===== src/rtl/mem_pkg.sv =====
// Shared definitions for the memory-stage load/store unit: funct3 encodings,
// FSM state type and funct3 decode helpers.
package mem_pkg;

    localparam logic [2:0] F3_LB  = 3'b000;
    localparam logic [2:0] F3_LH  = 3'b001;
    localparam logic [2:0] F3_LW  = 3'b010;
    localparam logic [2:0] F3_LBU = 3'b100;
    localparam logic [2:0] F3_LHU = 3'b101;
    localparam logic [2:0] F3_SB  = 3'b000;
    localparam logic [2:0] F3_SH  = 3'b001;
    localparam logic [2:0] F3_SW  = 3'b010;

    typedef enum logic [1:0] {
        IDLE,
        WAIT_RSP,
        DONE
    } mau_state_t;

    function automatic logic f3_illegal(input logic [2:0] f3);
        return (f3 == 3'b011) || (f3 == 3'b110) || (f3 == 3'b111);
    endfunction

    // Only halfword and word accesses carry alignment constraints.
    function automatic logic f3_misaligned(input logic [2:0] f3, input logic [1:0] off);
        logic r;
        case (f3[1:0])
            F3_LH[1:0]: r = off[0];
            F3_LW[1:0]: r = (off != 2'b00);
            default:    r = 1'b0;
        endcase
        return r;
    endfunction

endpackage


===== src/rtl/mem_access_unit_load_align.sv =====
// Load formatter: picks the byte/half lane addressed by off from the raw
// memory word and sign- or zero-extends it according to funct3.
module load_align
    import mem_pkg::*;
#(
    parameter int XLEN = 32
) (
    input  logic [XLEN-1:0] i_raw,
    input  logic [1:0]      i_off,
    input  logic [2:0]      i_funct3,
    output logic [XLEN-1:0] o_data
);

    logic signed [7:0]  w_byte;
    logic signed [15:0] w_half;

    always_comb begin
        case (i_off)
            2'd0:    w_byte = i_raw[7:0];
            2'd1:    w_byte = i_raw[15:8];
            2'd2:    w_byte = i_raw[23:16];
            default: w_byte = i_raw[31:24];
        endcase
        w_half = i_off[1] ? i_raw[31:16] : i_raw[15:0];
    end

    always_comb begin
        case (i_funct3)
            F3_LB:   o_data = XLEN'(w_byte);
            F3_LH:   o_data = XLEN'(w_half);
            F3_LBU:  o_data = XLEN'($unsigned(w_byte));
            F3_LHU:  o_data = XLEN'($unsigned(w_half));
            default: o_data = i_raw;
        endcase
    end

endmodule


===== src/rtl/mem_access_unit.sv =====
// Memory-stage load/store unit: valid/ready request, valid-only response, stall
// generation and load formatting. Define MEM_TIMEOUT_EN to build the response watchdog.
module mem_access_unit
    import mem_pkg::*;
#(
    parameter int XLEN           = 32,
    parameter int TIMEOUT_CYCLES = 256
) (
    input  logic            clk,
    input  logic            rst,
    input  logic [XLEN-1:0] alu_result_in,
    input  logic [XLEN-1:0] rs2_data_in,
    input  logic            mem_read_in,
    input  logic            mem_write_in,
    input  logic            reg_write_in,
    input  logic [2:0]      funct3_in,
    output logic            dmem_req_valid,
    input  logic            dmem_req_ready,
    output logic [XLEN-1:0] dmem_addr,
    output logic            dmem_we,
    output logic [3:0]      dmem_be,
    output logic [XLEN-1:0] dmem_wdata,
    input  logic            dmem_rsp_valid,
    input  logic [XLEN-1:0] dmem_rsp_data,
    output logic [XLEN-1:0] mem_rdata_out,
    output logic            reg_write_out,
    output logic            fault_out,
    output logic            stall_out,
    output logic            bus_err_out
);

    mau_state_t      r_state;
    logic [XLEN-1:0] r_rdata;

    logic            w_active;
    logic            w_fault;
    logic            w_go;
    logic            w_is_load;
    logic [1:0]      w_off;
    logic [3:0]      w_be;
    logic [XLEN-1:0] w_wdata;
    logic [XLEN-1:0] w_aligned;

`ifdef MEM_TIMEOUT_EN
    localparam int CNT_W = (TIMEOUT_CYCLES > 2) ? $clog2(TIMEOUT_CYCLES) : 1;
    logic [CNT_W-1:0] r_cnt;
    logic             r_bus_err;
`else
    logic w_unused_cfg;
    assign w_unused_cfg = (TIMEOUT_CYCLES > 0);
`endif

    assign w_off     = alu_result_in[1:0];
    assign w_active  = mem_read_in | mem_write_in;
    assign w_fault   = w_active & (f3_illegal(funct3_in) | f3_misaligned(funct3_in, w_off));
    assign w_go      = w_active & ~w_fault;
    assign w_is_load = mem_read_in & ~mem_write_in;

    always_comb begin
        w_be    = 4'b1111;
        w_wdata = rs2_data_in;
        case (funct3_in[1:0])
            F3_SB[1:0]: begin
                w_be    = 4'b0001 << w_off;
                w_wdata = {4{rs2_data_in[7:0]}};
            end
            F3_SH[1:0]: begin
                w_be    = 4'b0011 << w_off;
                w_wdata = {2{rs2_data_in[15:0]}};
            end
            F3_SW[1:0]: w_wdata = rs2_data_in;
            default:    w_wdata = rs2_data_in;
        endcase
    end

    load_align #(
        .XLEN(XLEN)
    ) u_load_align (
        .i_raw   (dmem_rsp_data),
        .i_off   (w_off),
        .i_funct3(funct3_in),
        .o_data  (w_aligned)
    );

    // Request fields follow the held EX/MEM inputs, so they stay stable while ready is low.
    assign dmem_req_valid = (r_state == IDLE) & w_go;
    assign dmem_addr      = {alu_result_in[XLEN-1:2], 2'b00};
    assign dmem_we        = w_go & mem_write_in;
    assign dmem_be        = w_go ? w_be : 4'b0000;
    assign dmem_wdata     = w_wdata;

    assign stall_out      = ((r_state == IDLE) & w_go) | (r_state == WAIT_RSP);
    assign fault_out      = w_fault;
    assign reg_write_out  = reg_write_in & ~w_fault;
    assign mem_rdata_out  = r_rdata;

`ifdef MEM_TIMEOUT_EN
    assign bus_err_out = r_bus_err;
`else
    assign bus_err_out = 1'b0;
`endif

    always_ff @(posedge clk) begin
        if (rst) begin
            r_state   <= IDLE;
            r_rdata   <= '0;
`ifdef MEM_TIMEOUT_EN
            r_cnt     <= '0;
            r_bus_err <= 1'b0;
`endif
        end else begin
`ifdef MEM_TIMEOUT_EN
            r_cnt     <= '0;
            r_bus_err <= 1'b0;
`endif
            case (r_state)
                IDLE: begin
                    if (w_go && dmem_req_ready) r_state <= WAIT_RSP;
                end
                WAIT_RSP: begin
                    if (dmem_rsp_valid) begin
                        if (w_is_load) r_rdata <= w_aligned;
                        r_state <= DONE;
                    end
`ifdef MEM_TIMEOUT_EN
                    else if (r_cnt == CNT_W'(TIMEOUT_CYCLES - 1)) begin
                        r_rdata   <= '0;
                        r_bus_err <= 1'b1;
                        r_state   <= DONE;
                    end else begin
                        r_cnt <= r_cnt + CNT_W'(1);
                    end
`endif
                end
                // The EX/MEM inputs still show the finished access here, so no request.
                DONE:    r_state <= IDLE;
                default: r_state <= IDLE;
            endcase
        end
    end

endmodule


===== config.mk =====
export PLATFORM = sky130hd
export DESIGN_NAME = mem_access_unit
export DESIGN_NICKNAME = d
export VERILOG_FILES = /design/src/rtl/mem_pkg.sv /design/src/rtl/mem_access_unit_load_align.sv /design/src/rtl/mem_access_unit.sv
export SDC_FILE = /design/constraint.sdc
export NUM_CORES = 1
export LEC_CHECK = 0
export CORE_UTILIZATION = 35
export CTS_CLUSTER_SIZE = 12
export DETAILED_ROUTE_END_ITERATION = 7
export PLACE_DENSITY = 0.84
export SETUP_SLACK_MARGIN = 0.02
export SYNTH_ARGS = -nofsm -noshare
export SYNTH_HDL_FRONTEND = slang
export SYNTH_HIERARCHICAL = 1
export SYNTH_SLANG_ARGS = --single-unit

===== constraint.sdc =====
create_clock -name clk -period 2.1 [get_ports clk]
set_input_delay 0.42 -clock clk [delete_from_list [all_inputs] [get_ports clk]]
set_output_delay 0.42 -clock clk [all_outputs]
set_load 0.01 [all_outputs]

==> summary.md, run 1 <==
| Metric | Value |
|---|---|
| Min cycle time layout | `2.01 ns` |
| Element type at the critical path end | `primary output` |
| GPL Wtd Cong | `0.895` |
| Clock buffer depth | `2` |
| Ranking of synthesized cells by area | `dfxtp_1 24%, buf_4 12%, o21ai_0 9.9%, nand2_1 7.8%, a21oi_1 6.5%` |
| Drt total wl | `10300 um` |
| Antenna violations before repair | `1` |
| RSZ-0062 raised after global routing | `false` |
| Commonest cells in the netlist | `59 x nand2_1, 56 x o21ai_0, 44 x buf_4` |
| Routed Antenna Nets | `0` |
| Leakage | `1.86 nW` |
| Die Y-Extent | `92.1 um` |
| Cells on Worst Hold Path | `2` |
| Yosys warns | `6` |
| CTS buffer count | `5` |
| Largest area contributor in the netlist | `dfxtp_1` |
| Max Freq | `498 MHz` |
| Number of global-route vias before repair | `3421` |
| Status | `completed` |
| Mux contribution to synthesized area | `0.0273` |
| NumNets Final | `657` |
| Highest layer used for signal routing | `met4` |
| Total Power | `1.90 mW` |
| Synth Area in Compound Gates | `0.290` |
| Req. time, crit path | `1.68 ns` |
| Register area | `681 sq um` |
| Area growth, synth to finish | `59.4%` |
| Detailed Route Iter0 Violations | `240` |
| DR pass1 iterations | `7` |
| Critical R2R Launch | `r_state[0]$_SDFFE_PP0P_` |
| Syn_area_per_cell | `6.85 sq um` |
| FF-to-FF path depth | `4` |
| Gr usage total | `0.238` |
| Ys flop type | `dfxtp_1` |
| Multi-input gate area | `0.00176 sq mm` |
| Row count | `32` |
| Cell Count Post-Placement | `633` |
| Count leader, synth | `nand2_1` |
| Register area share after synthesis | `0.240` |
| Clk Latency, worst-skew pair | `0.29 ns` |
| DIE AREA | `0.00848 sq mm` |
| Number of max-cap violations | `0` |
| Clk root buf | `clkbuf_8` |
| Remaining global-route overflow | `0` |
| Simple-Gate Fraction of Synth Area | `0.244` |
| HP Class | `reg -> reg` |
| Worst-path clk slew | `0.07 ns` |
| WHS | `0.479 ns` |
| Synth top area share | `0.240` |
| Slew Viols, Final | `0` |
| Dpl cell area | `0.00432 sq mm` |
| Average wire per standard cell | `15.8 um` |
| Crit-path max FO | `16` |
| Largest net degree at the start of global routing | `37` |
| Yosys cell types | `38` |
| Hold_buf cts | `0` |
| CTS tree | `yes` |
| Routed wl met3 | `741 um` |
| Count of final hold-check violations | `0` |
| Hpwl dp | `7780 um` |
| Maximum VDD drop | `0.193 mV` |
| EDFF count, synth | `0` |
| #FFs+latches synth | `34` |
| Final period util | `0.957` |
| Post-Synth Adder-Cell Area | `0.0176` |
| Worst reg2reg path endpoint | `mem_rdata_out[3]$_SDFFE_PP0P_` |
| Via Count | `3500` |
| H-tree depth | `2` |
| I/O Buffers | `148` |
| Met2 wire len | `5200 um` |
| Asr flop ratio synth | `0` |
| Crit path DAT | `1.59 ns` |
| Die width | `92.1 um` |
| Cells after Synth | `415` |
| Startpoint Class | `input port` |
| Drc violations | `0` |
| Starting Density | `0.364` |
| Reg2Reg Setup Slack | `0.83 ns` |
| Fin util | `0.580` |
| Worst hold endpoint | `mem_rdata_out[20]$_SDFFE_PP0P_` |
| Largest family of logic cells by synthesized area | `compound AO/OA/AOI/OAI gates` |
| Final Skew | `0.00705 ns` |
| Via density | `5.38` |
| # setup viols final | `0` |
| Num ports | `212` |
| Post-route insts no fill | `651` |
| Core area | `0.00781 sq mm` |
| Wl on met1 | `3880 um` |
| Synth Cell Area | `0.00284 sq mm` |
| First-pass GRT wire length | `16300 um` |
| # fillers | `752` |
| Min-delay src | `mem_rdata_out[20]$_SDFFE_PP0P_` |
| Crit Path Class | `in -> out` |
| Clock tree sinks | `34` |
| PD cells | `419 mW/mm^2` |
| Fin area | `0.00453 sq mm` |
| XOR/XNOR Fraction of Synth Area | `0` |
| Layout cells sized above 1 | `0.190` |
## worst max-delay path, cell delays in order
cell	delay, ns
buf_4	0.13
inv_4	0.05
ha_4	0.16
buf_4	0.15
buf_6	0.15
a22oi_1	0.16
nand2_1	0.08
dlygate4sd2_1	0.28
## worst max-delay path by stage
stage / startpoint / endpoint / slack (ns) / cells past startpoint
6_report: funct3_in[0] / dmem_wdata[25] / 0.09 / 8
5_1_grt: funct3_in[0] / dmem_wdata[25] / 0.03 / 8
2_1_floorplan: funct3_in[1] / dmem_wdata[16] / 0.16 / 6
3_3_place_gp: funct3_in[1] / dmem_req_valid / -0.84 / 7
4_1_cts: funct3_in[2] / reg_write_out / 0.02 / 6
3_5_place_dp: funct3_in[1] / stall_out / -0.90 / 7
## kinds of logic after synthesis
logic type / after synthesis
AND/OR/NAND/NOR: 143
AO/OA/AOI/OAI: 140
buffers and inverters: 86
adder cells (fa/ha/maj): 4
flip-flops: 34
other: 1
multiplexers: 7
## report_power, final
group	switching, mW	total, mW	internal (mW)
Clock	0.238	0.502	0.264
Combinational	0.340	0.736	0.395
Sequential	0.00533	0.657	0.652
Total	0.584	1.90	1.31
## metal layers
layer	vias to the layer above	global-route usage
li1	1670	-
met1	1583	0.263
met2	192	0.421
met3	55	0.0456
met4	0	0.141
met5	-	0
## through the flow
stage | setup TNS (ns) | worst slack (ns)
2_1_floorplan | 0 | 0.156
3_3_place_gp | -34.11 | -0.843
3_5_place_dp | -36.44 | -0.897
4_1_cts | 0 | 0.0213
5_1_grt | 0 | 0.0330
6_report | 0 | 0.0913
## state kept, by name, indices dropped and copies added (netlist names)
register and flops:
mem_rdata_out 32, r_state 2
## cells in the final DEF (no fill, tap or decap), types with 2 or more instances in the layout
cell and instances:
clkdlybuf4s50_1 108, or3_1 2, inv_1 6, o21bai_1 2, nand2b_1 6, clkbuf_8 6
buf_4 47, clkdlybuf4s15_2 3, buf_6 6, buf_2 12, clkdlybuf4s15_1 5, dfxtp_1 34
o21ai_1 9, nand3_1 37, nor2_1 6, a22oi_2 3, a22oi_1 12, dlygate4sd2_1 14
ha_4 3, a21oi_1 32, inv_4 2, a22o_1 8, conb_1 3, mux2_2 6
nor2b_1 20, a221o_1 8, clkbuf_2 2, o21ai_0 56, a21oi_2 5, nand2_1 59
dlymetal6s2s_1 3
## area by class of cell
type | count | share of cell area
Clock inverter | 1 | 0.00111
Antenna cell | 1 | 0.000553
Timing Repair Buffer | 201 | 0.405
Sequential cell | 34 | 0.150
Clock buffer | 7 | 0.0191
Tap cell | 102 | 0.0282
Inverter | 8 | 0.00774
Multi-Input combinational cell | 297 | 0.388
## timing repair
action / in CTS / in global routing
gates cloned: 1 / 0
pin swaps: 4 / 8
setup endpoints to repair: 59 / 33
gates resized for setup: 100 / 31
buffers inserted: 8 / 0
hold endpoints to repair: 0 / 0
(Power assumes the default switching activity.)
==> run 2: changes to the inputs <==
--- a/config.mk
+++ b/config.mk
@@ -5,6 +5,7 @@
 export SDC_FILE = /design/constraint.sdc
 export NUM_CORES = 1
 export LEC_CHECK = 0
+export ABC_CLOCK_PERIOD_IN_PS = 2100
 export CORE_UTILIZATION = 35
 export CTS_CLUSTER_SIZE = 12
 export DETAILED_ROUTE_END_ITERATION = 7
==> results of run 2 <==
Final layout, timing and power as in run 1 (identical DEF).
==> run 3: changes to the inputs <==
--- a/config.mk
+++ b/config.mk
@@ -7,6 +7,7 @@
 export LEC_CHECK = 0
 export ABC_CLOCK_PERIOD_IN_PS = 2100
 export CORE_UTILIZATION = 35
+export CTS_BUF_LIST = sky130_fd_sc_hd__clkbuf_4 sky130_fd_sc_hd__clkbuf_8
 export CTS_CLUSTER_SIZE = 12
 export DETAILED_ROUTE_END_ITERATION = 7
 export PLACE_DENSITY = 0.84
==> run 3 against run 2 <==
Against the previous run:
- fmax is essentially flat
- highest routed layer unchanged
- register-to-register slack is essentially flat
- largest cell class unchanged
- core utilization is essentially flat
==> summary.md, run 3 (same netlist as run 1, synthesis figures left out) <==
| Metric | Value |
|---|---|
| Most common cell after layout, fill and taps aside | `clkdlybuf4s50_1` |
| CP dominant cell by count | `buf_4` |
| Clk Latency, worst-skew pair | `0.29 ns (about the same)` |
| Leakage | `1.86 nW (+0.18%)` |
| Via density | `5.41 (+0.71%)` |
| Most frequent cells in the layout | `108 x clkdlybuf4s50_1, 59 x nand2_1, 56 x o21ai_0` |
| Crit-path max FO | `16 (unchanged)` |
| Drc violations | `0 (unchanged)` |
| Net Switching | `585 uW (+0.20%)` |
| Switching fraction of total power | `0.306 (-0.00168)` |
| Maximum VDD drop | `0.193 mV (+0.19%)` |
| Buf+Inv Stages, Crit Path | `5 (unchanged)` |
| Die Y-Extent | `92.1 um (unchanged)` |
| Critical R2R Launch | `r_state[1]$_SDFFE_PP0P_` |
| Layout cells sized above 1 | `0.192 (+0.00182)` |
| Drt total wl | `10300 um (+0.35%)` |
| Count of final hold-check violations | `0 (unchanged)` |
| Routed wl met3 | `793 um (+7.0%)` |
| Wl on met1 | `3850 um (-0.88%)` |
| Slowest-stage cell, CP | `dlygate4sd2_1` |
| Average wire per standard cell | `15.9 um (+0.35%)` |
| Num ports | `212 (unchanged)` |
| Clock tree sinks | `34 (unchanged)` |
| Antenna violations before repair | `1 (unchanged)` |
| Detailed Route Iter0 Violations | `234 (-2.5%)` |
| Critical Path Start | `funct3_in[0]` |
| Element type at the critical path end | `primary output` |
| Largest net degree at the start of global routing | `37 (unchanged)` |
| # setup viols final | `0 (unchanged)` |
| Hpwl dp | `7780 um (unchanged)` |
| Worst-path clk slew | `0.07 ns (about the same)` |
| Dpl cell area | `0.00432 sq mm (unchanged)` |
| FF-to-FF path depth | `4 (unchanged)` |
| Status | `completed` |
| DIE AREA | `0.00848 sq mm (unchanged)` |
| WHS | `0.480 ns (+0.00103 ns)` |
| I/O Buffers | `148 (unchanged)` |
| Req. time, crit path | `1.68 ns (about the same)` |
| Clock buffer depth | `2 (unchanged)` |
| Cell depth of the worst setup path | `8 (unchanged)` |
| Slew Viols, Final | `0 (unchanged)` |
| PD cells | `421 mW/mm^2 (+0.66%)` |
| Met2 wire len | `5250 um (+0.87%)` |
| Area growth, synth to finish | `59.5% (about the same)` |
| Fin area | `0.00453 sq mm (about the same)` |
| NumNets Final | `657 (unchanged)` |
| GPL Wtd Cong | `0.895 (unchanged)` |
| Comb pwr share | `0.386 (-0.002)` |
| Total Power | `1.91 mW (+0.74%)` |
| CP endpoint | `dmem_wdata[25]` |
| Starting Density | `0.364 (unchanged)` |
| Number of max-cap violations | `0 (unchanged)` |
| Slowest stage delay, CP | `0.28 ns (about the same)` |
| Startpoint Class | `input port` |
| H-tree depth | `2 (unchanged)` |
| Clock power share | `0.270 (+0.005)` |
| Core area | `0.00781 sq mm (unchanged)` |
| Routed Antenna Nets | `0 (unchanged)` |
| DR pass1 iterations | `6 (-1)` |
| Row count | `32 (unchanged)` |
| Crit path DAT | `1.59 ns (about the same)` |
| Max reg flops | `32 (unchanged)` |
| CTS buffer count | `5 (unchanged)` |
| CP top delay family | `buffers and inverters` |
| Final period util | `0.957 (about the same)` |
| Crit Path Class | `in -> out` |
| Seq pwr share | `0.344 (-0.003)` |
| Final Skew | `0.00705 ns (+0.000000170 ns)` |
| First-pass GRT wire length | `16200 um (-0.42%)` |
| Worst-path cell chain | `buf_4 -> inv_4 -> ha_4 -> buf_4 -> buf_6 -> a22oi_1 -> nand2_1 -> dlygate4sd2_1` |
| CTS tree | `yes` |
| Clk root buf | `clkbuf_8` |
| Fin util | `0.580 (about the same)` |
| Remaining global-route overflow | `0 (unchanged)` |
| HP Class | `reg -> reg` |
| Internal | `1.32 mW (+0.99%)` |
| Max Freq | `498 MHz (about the same)` |
| RSZ-0062 raised after global routing | `false` |
| Reg2Reg Setup Slack | `0.83 ns (about the same)` |
| Die width | `92.1 um (unchanged)` |
| Number of global-route vias before repair | `3423 (+0.058%)` |
| Worst reg2reg path endpoint | `mem_rdata_out[1]$_SDFFE_PP0P_` |
| Min cycle time layout | `2.01 ns (+0.000635 ns)` |
| Gr usage total | `0.237 (-0.000873)` |
| Highest layer used for signal routing | `met4` |
| Via Count | `3525 (+0.71%)` |
-- run 3: cell counts in the layout (fill, tap and decap cells not counted) --
No cell type changed its count.
-- run 3: area by class of cell --
type / instances / area [sq um]
Fill cell: 751 / 3280
Clock inverter: 1 / 5.00
Clock buffer: 7 / 90.1
Antenna cell: 1 / 2.50
Tap cell: 102 / 128
Multi-Input combinational cell: 297 / 1760
Inverter: 8 / 35.0
Timing Repair Buffer: 201 / 1840
Sequential cell: 34 / 681
-- run 3: worst min path at each step --
stage	from	end	cells after the start
2_1_floorplan	mem_rdata_out[16]$_SDFFE_PP0P_	mem_rdata_out[16]$_SDFFE_PP0P_	2
3_3_place_gp	mem_rdata_out[28]$_SDFFE_PP0P_	mem_rdata_out[28]$_SDFFE_PP0P_	2
3_5_place_dp	mem_rdata_out[13]$_SDFFE_PP0P_	mem_rdata_out[13]$_SDFFE_PP0P_	2
4_1_cts	mem_rdata_out[13]$_SDFFE_PP0P_	mem_rdata_out[13]$_SDFFE_PP0P_	2
5_1_grt	mem_rdata_out[6]$_SDFFE_PP0P_	mem_rdata_out[6]$_SDFFE_PP0P_	2
6_report	mem_rdata_out[20]$_SDFFE_PP0P_	mem_rdata_out[20]$_SDFFE_PP0P_	2
-- run 3: per-stage QoR --
stage / cells / setup WS, ns / TNS (ns)
after detailed placement: 633 / -0.897 / -36.44
after global placement: 633 / -0.843 / -34.11
after CTS: 650 / 0.0213 / 0
final: 651 / 0.0906 / 0
after global routing: 651 / 0.0330 / 0
after floorplan: 417 / 0.156 / 0
-- run 3: power groups by stage --
| stage | registers [mW] | logic, mW | clock network (mW) |
|---|---|---|---|
| 6_report | 0.657 | 0.737 | 0.515 |
| 5_1_grt | 0.658 | 0.792 | 0.548 |
| 4_1_cts | 0.657 | 0.708 | 0.522 |
| 3_5_place_dp | 0.671 | 0.720 | 0 |
| 3_3_place_gp | 0.671 | 0.711 | 0 |
| 2_1_floorplan | 0.673 | 0.370 | 0 |
-- run 3: routing by layer --
| metal | GRT usage | vias up |
|---|---|---|
| li1 | - | 1674 |
| met4 | 0.142 | 0 |
| met3 | 0.0464 | 53 |
| met1 | 0.264 | 1598 |
| met5 | 0 | - |
| met2 | 0.416 | 200 |
-- run 3: timing repair --
action	4_1_cts	5_1_grt
buffers inserted	8	0
cloned	1	0
endpoints found under the setup margin	59	33
hold buffers	0	0
pin swaps	4	8
resized for setup	100	31
-- run 3: tightest hold or removal path, delay by kind of cell (launching register included) --
kind,cells,cell delay [ns]
AO/OA/AOI/OAI,2,0.13
flip-flops,1,0.31
